**config.mk**
```make
export PLATFORM = sky130hd
export DESIGN_NAME = cv32e40x_aes_mask_rng
export DESIGN_NICKNAME = d
export VERILOG_FILES = /design/src/rtl/cv32e40x_aes_mask_rng_pkg.sv /design/src/rtl/cv32e40x_xorshift32.sv /design/src/rtl/cv32e40x_aes_mask_rng.sv
export SDC_FILE = /design/constraint.sdc
export NUM_CORES = 1
export LEC_CHECK = 0
export ABC_CLOCK_PERIOD_IN_PS = 2950
export BUFFER_PORTS_ARGS = -buffer_cell sky130_fd_sc_hd__buf_4
export CAP_MARGIN = 20
export CELL_PAD_IN_SITES_DETAIL_PLACEMENT = 1
export CELL_PAD_IN_SITES_GLOBAL_PLACEMENT = 1
export CORE_ASPECT_RATIO = 0.6
export CORE_UTILIZATION = 35
export CTS_BUF_LIST = sky130_fd_sc_hd__clkbuf_4 sky130_fd_sc_hd__clkbuf_8
export CTS_CLUSTER_DIAMETER = 50
export CTS_CLUSTER_SIZE = 28
export DETAILED_ROUTE_END_ITERATION = 10
export PLACE_DENSITY = 0.67
export SLEW_MARGIN = 10
export SYNTH_ARGS = -nofsm -noshare
export SYNTH_HDL_FRONTEND = slang
export SYNTH_SLANG_ARGS = --single-unit
```
**constraint.sdc**
```tcl
create_clock -name clk_i -period 2.95 [get_ports clk_i]
set_input_delay 0.59 -clock clk_i [delete_from_list [all_inputs] [get_ports clk_i]]
set_output_delay 0.59 -clock clk_i [all_outputs]
set_load 0.1 [all_outputs]
```
**src/rtl/cv32e40x_aes_mask_rng_pkg.sv**
```systemverilog
// Shared types and constants for the AES32 masking-randomness source.
`timescale 1ns/1ps
package cv32e40x_aes_mask_rng_pkg;

  localparam int unsigned X_WIDTH         = 32;
  localparam int unsigned RND_WIDTH       = 26;
  localparam int unsigned MASK_B_WIDTH    = 8;
  localparam int unsigned REMASK_WIDTH    = RND_WIDTH - MASK_B_WIDTH;
  localparam logic [X_WIDTH-1:0] ZERO_SEED_SUBST = 32'h0000_0001;

  typedef enum logic [1:0] {
    ST_UNSEEDED,
    ST_WARMUP,
    ST_RUN
  } rng_state_e;

  // Layout of the AES unit's randombits operand
  typedef struct packed {
    logic [REMASK_WIDTH-1:0] remask;
    logic [MASK_B_WIDTH-1:0] mask_b;
  } rnd_word_t;

endpackage

```
**src/rtl/cv32e40x_xorshift32.sv**
```systemverilog
// Single combinational xorshift32 step (13, 17, 5).
`timescale 1ns/1ps
module cv32e40x_xorshift32
  import cv32e40x_aes_mask_rng_pkg::*;
(
  input  logic [X_WIDTH-1:0] x_i,
  output logic [X_WIDTH-1:0] x_o
);

  logic [X_WIDTH-1:0] s1;
  logic [X_WIDTH-1:0] s2;

  always_comb begin
    s1  = x_i ^ (x_i << 13);
    s2  = s1 ^ (s1 >> 17);
    x_o = s2 ^ (s2 << 5);
  end

endmodule

```
**src/rtl/cv32e40x_aes_mask_rng.sv**
```systemverilog
// Seeded xorshift32 mask source for the protected AES32 unit; one fresh word per
// accepted instruction, with warm-up after seeding and a reseed request counter.
`timescale 1ns/1ps
module cv32e40x_aes_mask_rng
  import cv32e40x_aes_mask_rng_pkg::*;
#(
  parameter int unsigned WARMUP_STEPS    = 2,
  parameter int unsigned RESEED_INTERVAL = 1024
) (
  input  logic                 clk_i,
  input  logic                 rst_n,
  input  logic                 seed_valid_i,
  input  logic [X_WIDTH-1:0]   seed_i,
  input  logic                 consume_i,
  output logic [RND_WIDTH-1:0] rnd_o,
  output logic                 rnd_valid_o,
  output logic                 reseed_req_o,
  output logic                 err_o
);

  // Keep the warm-up counter at least one bit wide when warm-up is disabled
  localparam int unsigned WARM_W = (WARMUP_STEPS > 0) ? $clog2(WARMUP_STEPS + 1) : 1;
  localparam int unsigned CONS_W = $clog2(RESEED_INTERVAL + 1);
  localparam logic [WARM_W-1:0] WARM_LAST = WARM_W'(WARMUP_STEPS - 1);
  localparam logic [CONS_W-1:0] CONS_MAX  = CONS_W'(RESEED_INTERVAL);

  rng_state_e          state_q, state_d;
  logic [X_WIDTH-1:0]  x_q, x_d, x_step;
  logic [WARM_W-1:0]   warm_q, warm_d;
  logic [CONS_W-1:0]   cons_q, cons_d;
  logic                err_q, err_d;
  rnd_word_t           rnd;

  cv32e40x_xorshift32 u_step (
    .x_i (x_q),
    .x_o (x_step)
  );

  always_ff @(posedge clk_i or negedge rst_n) begin
    if (!rst_n) begin
      state_q <= ST_UNSEEDED;
      x_q     <= '0;
      warm_q  <= '0;
      cons_q  <= '0;
      err_q   <= 1'b0;
    end else begin
      state_q <= state_d;
      x_q     <= x_d;
      warm_q  <= warm_d;
      cons_q  <= cons_d;
      err_q   <= err_d;
    end
  end

  // Seed load overrides every other action in the cycle it arrives
  always_comb begin
    state_d = state_q;
    x_d     = x_q;
    warm_d  = warm_q;
    cons_d  = cons_q;
    err_d   = err_q;
    if (seed_valid_i) begin
      x_d     = (seed_i == '0) ? ZERO_SEED_SUBST : seed_i;
      warm_d  = '0;
      cons_d  = '0;
      err_d   = 1'b0;
      state_d = (WARMUP_STEPS == 0) ? ST_RUN : ST_WARMUP;
    end else begin
      unique case (state_q)
        ST_UNSEEDED: begin
          if (consume_i) err_d = 1'b1;
        end
        ST_WARMUP: begin
          x_d    = x_step;
          warm_d = warm_q + WARM_W'(1);
          if (consume_i) err_d = 1'b1;
          if (warm_q == WARM_LAST) state_d = ST_RUN;
        end
        ST_RUN: begin
          if (consume_i) begin
            x_d = x_step;
            if (cons_q != CONS_MAX) cons_d = cons_q + CONS_W'(1);
          end
        end
        default: state_d = ST_UNSEEDED;
      endcase
    end
  end

  always_comb begin
    rnd = '0;
    if (state_q == ST_RUN) rnd = x_q[RND_WIDTH-1:0];
  end

  assign rnd_o        = rnd;
  assign rnd_valid_o  = (state_q == ST_RUN);
  assign reseed_req_o = (cons_q == CONS_MAX);
  assign err_o        = err_q;

endmodule
```
==> flow_summary.toml, run 1 <==
[outcome]
outcome = "finished clean"

[hold_path]
min_path_type = "in -> async"

[clock_tree]
cts_hold_repair.buffers = 0
clkSinkCount = 48
htree_levels = 2
cts_made_buffers = 5
clockBufferDepth = 2
postCtsSetupBuffers = 0
clk_pin_slew_ps = 100
clock_latency_ps = 320
root_buffer = "clkbuf_8"
post_cts_resized = 0
cts_tree = "built"

[route]
avgRoutedWirePerCell_um = 20.1
drc = 0
drt-total-wl_um = 11200
vias = 2934
dr.pass1.iters = 4
antenna_left = 0
drt_iter0_drc = 204
vias_per_cell = 5.27

[yosys]
async_flop_share_pct = 100
yosys_register_bits = 48
seq_area_frac_synth_pct = 33.4
syn_inst = 373
synth_simple_gate_area_share_pct = 20.5
synth-warning-count = 0
yosys-top-cells-area = "dfrtp_1 (33%), xnor2_1 (8.5%), xnor3_1 (8.1%)"
synthAdderAreaFrac_pct = 1.04
synth_enable_flop_cells = 0
synth_xor_area_share_pct = 24.5
synth.cell_area_um2 = 3590
synth_largest_area_cell = "dfrtp_1"
synth_top_area_share_pct = 33.4
synth_ff_type = "dfrtp_1"
muxShareOfSynthArea_pct = 3.73
syn-num-nets = 412
yosysUniqueCellTypes = 46
syn_area_per_cell_um2 = 9.63
synth_top_family_by_area = "XOR/XNOR gates"
synth-compound-area-share_pct = 11.6

[setup_path]
cp-start-kind = "register"
worstPathRequired_ps = 2360
crit_path_max_fanout = 16
reg2reg_slack_ps = 670
startpoint = "state_q[1]"
cp-end-kind = "output port"
reg2reg_from = "state_q[0]"
ff2ff_path_depth = 5
crit_arrival_ps = 2200
crit_type = "reg -> out"
crit_end = "rnd_o[21]"
worstReg2RegEnd = "x_q[7]"

[final_layout]
fin_nets = 460
fin_util_pct = 42.8
syn_to_final_growth_pct = 18.0
drive_gt1_share_pct = 22.3
antenna_cells = 0

[die]
die_w_um = 133
num_rows = 28
ioPinCount = 65
coreArea_um2 = 9910
start_util_pct = 36.2
dieArea_um2 = 10700
die_h_um = 80.5

[grt]
antenna_found_initial = 1
grt_use_total_pct = 22.3
grt_max_degree = 85
grt_pass1_wl_um = 17500
grt_pass1_vias = 2941
grt_overflow = 0

[power_and_ir_drop]
powerDensity_nw_per_um2 = 1240
finalPower_w = 0.00525
p_leak_nw = 1.90
ir_worst_vdd_mv = 0.451

[timing]
tns_ps = 0
maxSlewViolCount = 0
finalSetupViolCount = 0
fin_crit_sh_pct = 94.4
slew_headroom_pct = 43.5
worstMarginPinSlew_ps = 847
rsz0062_at_grt = "no"
timing.hold.ws_ps = 290
fin_crit_ps = 2790
fin_skew_ps = 7.15
hold_viol = 0
max_freq_mhz = 359

[placement]
io_buffers = 64
hpwlAfterDp_um = 8460
place.gp.congestion = 0.779

[flow_run]
max_cap_violations = 0
-- registers in the layout, indices dropped and copies added, names as in the netlist --
register / flops
x_q: 32
cons_q: 11
err_o: 1
warm_q: 2
state_q: 2
-- cells by family after synthesis --
family | after synthesis
and+or+nand+nor | 133
xor gates and xnor gates | 72
AOI/OAI and AO/OA | 62
DFF | 48
buffers and inverters | 43
muxes | 12
adders and majority gates | 3
-- per-stage QoR --
step                worst slack, ps  instance area [µm²]  std cells
finish                          164                 4240        557
global route                   33.0                 4240        557
CTS                             155                 4240        557
detailed placement              526                 4150        549
global placement                739                 4150        549
floorplan                      -343                 3590        373
-- cell usage in the layout, fill, tap and decap left out, types with 12 or more instances in the layout --
cell,count
xor2_1,17
buf_4,68
a21oi_1,24
inv_1,15
and2_1,24
xnor2_1,35
nor3_1,14
xnor3_1,13
dfrtp_1,48
nor2_1,25
nand2b_1,16
nor4_1,12
-- worst min path at each step --
stage / start / to / depth (start not counted) / slack [ps]
2_1_floorplan: rst_n / cons_q[0] / 0 / 290
3_3_place_gp: err_o / err_o / 2 / 520
3_5_place_dp: err_o / err_o / 2 / 510
4_1_cts: rst_n / x_q[8] / 1 / 320
5_1_grt: rst_n / cons_q[7] / 1 / 350
6_report: rst_n / cons_q[7] / 1 / 290
-- worst max-delay path, cell delays in order (launching register included) --
cell and delay [ps]:
dfrtp_1 440, clkinv_1 310, nor2_1 350, buf_4 300, and2_1 180, buf_4 290
-- power breakdown --
part,leakage (nW),internal [W],switching [W]
Sequential,0.590,0.000915,0.000489
Clock,0.0510,0.000188,0.000252
Combinational,1.26,0.00180,0.00161
Total,1.90,0.00290,0.00235
-- synthesized netlist by cell type (all sizes together), types with 3 or more instances --
cell type / n
or4: 3
nor2: 25
and3: 9
o21ai: 8
o211ai: 5
xor2: 19
nor3: 14
clkbuf: 17
a21oi: 24
nand2: 8
mux2: 11
nand2b: 16
a311o: 5
buf: 10
dfrtp: 48
nand3: 5
xnor2: 38
nor2b: 6
o31a: 8
ha: 3
and2: 24
xnor3: 15
nor4: 12
inv: 15
nand4: 4
-- routing by layer --
metal	up-vias	GRT usage, %	wire, µm
met4	0	4.25	70
met1	1472	35.5	6040
met3	8	3.98	547
li1	1377	-	-
met2	77	30.3	4520
met5	-	0	0
-- layout make-up --
cell class / count / area [µm²]
Clock buffer: 6 / 82.6
Clock inverter: 2 / 10.0
Fill cell: 1140 / 5670
Inverter: 16 / 60.1
Multi-Input combinational cell: 282 / 2210
Sequential cell: 48 / 1200
Tap cell: 135 / 169
Timing Repair Buffer: 68 / 510
(Power assumes the default switching activity.)
==> inputs of run 2 (changes only) <==
--- a/config.mk
+++ b/config.mk
@@ -18,2 +18,3 @@
 export DETAILED_ROUTE_END_ITERATION = 10
+export MAX_ROUTING_LAYER = met4
 export PLACE_DENSITY = 0.67
==> constraint.sdc (replaced) <==
create_clock -name clk_i -period 2.95 [get_ports clk_i]
set_input_delay 0.1475 -clock clk_i [delete_from_list [all_inputs] [get_ports clk_i]]
set_output_delay 0.1475 -clock clk_i [all_outputs]
set_load 0.1 [all_outputs]
==> run 2 against run 1 <==
Net effect:
- clock power about the same
- cell count unchanged
- core utilization barely moved
- critical path depth did not move
- sequential power about the same
- routed wire length increased by 0.40%
- total power up 1.2%
- sequential share of layout area barely moved
- critical endpoint is now rnd_o[18]
- largest cell class unchanged
==> flow_summary.toml, run 2 (same netlist as run 1, synthesis figures left out) <==
[power_and_ir_drop]
ir_worst_vdd_mv = 0.409
sequentialPowerShare_pct = 26.4
pwr-share-comb_pct = 65.3
switching_share_pct = 45.3
powerDensity_nw_per_um2 = 1250
clkPwrFrac_pct = 8.2
p_sw_w = 0.00241
p_int_w = 0.00290
p_leak_nw = 1.90

[clock_tree]
root_buffer = "clkbuf_8"
cts_hold_repair.buffers = 1
clk_pin_slew_ps = 100
clockBufferDepth = 2
htree_levels = 2
postCtsSetupBuffers = 0
post_cts_resized = 0
clkSinkCount = 48
clock_latency_ps = 310
cts_made_buffers = 5
cts_tree = "built"

[grt]
grt_overflow = 0
grt_use_total_pct = 22.9
grt_pass1_vias = 3029
antenna_found_initial = 0
grt_max_degree = 85
grt_pass1_wl_um = 17700

[die]
ioPinCount = 65
die_w_um = 133
die_h_um = 80.5
dieArea_um2 = 10700
start_util_pct = 36.2
num_rows = 28
coreArea_um2 = 9910

[setup_path]
cp-start-kind = "register"
max_stage_delay_ps = 450
worstReg2RegEnd = "x_q[18]"
ff2ff_path_depth = 5
path_common_cell = "buf_4"
critical_path_buf_inv_count = 3
cp_cell_sequence = "clkinv_1, nor2_1, buf_4, and2_1, buf_4"
critical-path-top-delay-family = "buffers and inverters"
crit_path_max_fanout = 16
reg2reg_slack_ps = 600
worstPathRequired_ps = 2800
crit_path_top_delay_cell = "dfrtp_1"
crit_arrival_ps = 2260
crit_type = "reg -> out"
reg2reg_from = "state_q[0]"
cp-end-kind = "output port"

[final_layout]
largest_register_ffs = 32
top_register = "x_q"
antenna_cells = 0
fill_cells = 1119
ff_latch_area_um2 = 1200
reg_top3 = "x_q: 32 flops, cons_q: 11 flops"
drive_gt1_share_pct = 22.0
multiInputGateArea_um2 = 2210
final_common_cell = "buf_4"
most-common-layout-cells = "buf_4 (67), dfrtp_1 (48), xnor2_1 (35)"
fin_nets = 460
fin_cells = 557
syn_to_final_growth_pct = 18.1

[route]
vias_per_cell = 5.34
drc = 0
drt-total-wl_um = 11200
drt_iter0_drc = 254
dr.pass1.iters = 4
avgRoutedWirePerCell_um = 20.1
vias = 2977
antenna_left = 0

[timing]
max_freq_mhz = 415
timing.hold.ws_ps = 74.2
tns_ps = 0
worstMarginPinSlew_ps = 864
finalSetupViolCount = 0
fin_crit_sh_pct = 81.7
fin_skew_ps = 3.30
slew_headroom_pct = 42.4
hold_viol = 0
rsz0062_at_grt = "no"
fin_ws_ps = 540
fin_crit_ps = 2410
maxSlewViolCount = 0

[hold_path]
hold_depth = 2
min_path_type = "in -> reg"
hold_end = "x_q[21]"
hp-start = "seed_i[21]"

[placement]
dpl.cell_count = 548
place.gp.congestion = 0.815
io_buffers = 64
dp_slack_ps = 663
hpwlAfterDp_um = 8490

[flow_run]
max_cap_violations = 0

[outcome]
outcome = "finished clean"
[run 2: cell types whose count changed in the layout (fill, tap and decap cells not counted), sizes merged]
| cell | delta |
|---|---|
| dlygate4sd3 | +1 |
| buf | -1 |
[run 2: how the worst max path moves through the flow]
stage	from	to	slack (ps)	cells past startpoint
after floorplan	state_q[1]	rnd_o[10]	100	2
after global placement	state_q[0]	x_q[9]	820	5
after detailed placement	state_q[0]	x_q[18]	660	5
after CTS	state_q[1]	rnd_o[18]	520	5
after global routing	state_q[0]	x_q[18]	330	5
final	state_q[1]	rnd_o[18]	540	5
[run 2: per-stage QoR]
| step | utilization [%] | instance area [µm²] | total power (W) |
|---|---|---|---|
| global placement | 41.8 | 4140 | 0.00476 |
| detailed placement | 41.8 | 4140 | 0.00486 |
| floorplan | - | 3590 | 0.00407 |
| finish | 42.8 | 4240 | 0.00531 |
| global route | 42.8 | 4240 | 0.00568 |
| CTS | 42.8 | 4240 | 0.00532 |
[run 2: routing by layer]
metal / up-vias / wire length, µm / GRT usage [%] / share of wire [%]
li1: 1385 / - / - / -
met1: 1508 / 6060 / 36.0 / 54
met2: 77 / 4500 / 30.4 / 40
met3: 7 / 590 / 3.28 / 5.3
met4: 0 / 66 / 3.56 / 0.59
met5: - / 0 / - / 0
[run 2: worst reg2reg max path: stages (launching register included)]
cell and delay, ps:
dfrtp_1 540, nand3b_1 550, nand2_1 410, buf_4 330, nor3_1 90, a2111oi_0 310
[run 2: layout make-up]
type	instances	share of cell area (%)
Timing Repair Buffer	68	12.1
Clock buffer	6	1.95
Multi-Input combinational cell	282	52.0
Inverter	16	1.42
Sequential cell	48	28.3
Clock inverter	2	0.236
Tap cell	135	3.98
[run 2: power groups by stage]
stage / Clock (W) / Combinational, W / Sequential [W]
after floorplan: 0 / 0.00292 / 0.00116
after global routing: 0.000479 / 0.00376 / 0.00145
after global placement: 0 / 0.00336 / 0.00140
after detailed placement: 0 / 0.00346 / 0.00141
final: 0.000438 / 0.00347 / 0.00140
after CTS: 0.000449 / 0.00347 / 0.00140
==> inputs of run 3 (changes only) <==
Settings changed: ABC_CLOCK_PERIOD_IN_PS 2950 to 2400.
Clock period 2.95 ns to 2.4 ns, I/O delays scaled along.
==> run 3 against run 2 <==
Net effect:
- sequential cell count stayed put
- total power increased by 22%
- combinational power is 22% higher
- critical path depth unchanged
- global-route usage rose by 0.39 points
- cell count is 0.72% higher
- non-clock buffer count up 5
- register-to-register slack worse by 260 ps
- first-iteration DRC count decreased by 45%
- clock power up 17%
- critical path type unchanged
==> flow_summary.toml, run 3 (same netlist as run 1, synthesis figures left out) <==
[placement]
place_area_um2 = 4180
io_buffers = 64
place.gp.congestion = 0.810
hpwlAfterDp_um = 8730

[timing]
slew_headroom_pct = 47.4
rsz0062_at_grt = "no"
finalSetupViolCount = 0
fin_crit_ps = 2120
fin_crit_sh_pct = 88.1
worstMarginPinSlew_ps = 782
maxSlewViolCount = 0
fin_skew_ps = 8.09
hold_viol = 0
max_freq_mhz = 473

[power_and_ir_drop]
p_leak_nw = 1.92
ir_worst_vdd_mv = 0.572
finalPower_w = 0.00649
powerDensity_nw_per_um2 = 1520

[final_layout]
antenna_cells = 0
drive_gt1_share_pct = 22.8
final_area_um2 = 4270
syn_to_final_growth_pct = 18.8
top_register = "x_q"
largest_register_ffs = 32
fin_nets = 465
most-common-layout-cells = "buf_4 (72), dfrtp_1 (48), xnor2_1 (35)"
reg_top3 = "x_q: 32 flops, cons_q: 11 flops"
ff_latch_area_um2 = 1200
final_common_cell = "buf_4"
fin_util_pct = 43.1
multiInputGateArea_um2 = 2210
fill_cells = 1165

[setup_path]
critical-path-top-delay-family = "buffers and inverters"
path_common_cell = "buf_4"
crit_path_max_fanout = 12
max_stage_delay_ps = 450
cp-start-kind = "register"
crit_type = "reg -> out"
cp_cell_sequence = "clkinv_1, nor2_1, buf_4, and2_1, buf_4"
cp-end-kind = "output port"
worstPathRequired_ps = 2280
crit_path_top_delay_cell = "dfrtp_1"
critical_path_buf_inv_count = 3
crit_arrival_ps = 2000

[route]
vias = 2949
drt-total-wl_um = 11300
avgRoutedWirePerCell_um = 20.2
drt_iter0_drc = 140
antenna_left = 0
dr.pass1.iters = 6
drc = 0
vias_per_cell = 5.26

[clock_tree]
clkSinkCount = 48
htree_levels = 2
cts_tree = "built"
post_cts_resized = 0
cts_made_buffers = 5
clk_pin_slew_ps = 90
clock_latency_ps = 320
clockBufferDepth = 2
root_buffer = "clkbuf_8"

[die]
dieArea_um2 = 10700
num_rows = 28
die_w_um = 133
ioPinCount = 65
start_util_pct = 36.2
die_h_um = 80.5
coreArea_um2 = 9910

[grt]
grt_overflow = 0
top_usage_layer = "met1"
grt_max_degree = 69
use_met1_pct = 35.5
grtUsageMet2_pct = 31.3
grtUsageMet3_pct = 3.85
grt_use_total_pct = 23.3
antenna_found_initial = 0
grt_pass1_wl_um = 17700
grt_pass1_vias = 2973

[hold_path]
min_path_type = "in -> reg"

[flow_run]
max_cap_violations = 0

[outcome]
outcome = "finished clean"
## run 3: timing repair
| action | in CTS | in global routing |
|---|---|---|
| hold buffers | 1 | 0 |
| hold endpoints to repair | 48 | 0 |
| buffers inserted | 0 | 0 |
## run 3: layer usage
metal / vias to the layer above / share of wire [%]
li1: 1389 / -
met1: 1484 / 53
met2: 68 / 40
met3: 8 / 6.2
met4: 0 / 0.74
met5: - / 0
## run 3: worst reg2reg max path, stage by stage (launching register included)
cell and delay (ps):
dfrtp_1 620, nor2b_1 520, nor2_1 240, or4_1 530, nand3_1 100
## run 3: power breakdown
part / switching [W] / leakage (nW) / total (W) / internal [W]
logic: 0.00201 / 1.28 / 0.00425 / 0.00223
clock network: 0.000302 / 0.0445 / 0.000513 / 0.000211
registers: 0.000609 / 0.590 / 0.00173 / 0.00112
## run 3: layout make-up
class	instances	area share (%)
Multi-Input combinational cell	282	51.7
Clock inverter	1	0.117
Clock buffer	6	1.79
Inverter	16	1.41
Tap cell	135	3.96
Timing Repair Buffer	73	12.9
Sequential cell	48	28.1
## run 3: metrics by stage
stage               std cells  worst slack [ps]  TNS (ps)  hold WS [ps]
finish                    561               285         0          41.2
global route              561               143         0          38.2
CTS                       561               283         0          32.8
detailed placement        553               396         0           209
global placement          553               431         0           211
floorplan                 373              -423     -3390          -176
## run 3: final timing paths
check | slack (ps) | startpoint | end | cells past startpoint
worst max-delay path | 280 | state_q[1] | rnd_o[13] | 5
worst min-delay path | 40 | seed_i[17] | x_q[17] | 3
min in group asynchronous | 370 | rst_n | err_o | 2
worst min register to register | 550 | err_o | err_o | 2
worst max register to register | 340 | state_q[0] | x_q[17] | 4
max in group asynchronous | 1560 | rst_n | x_q[19] | 2
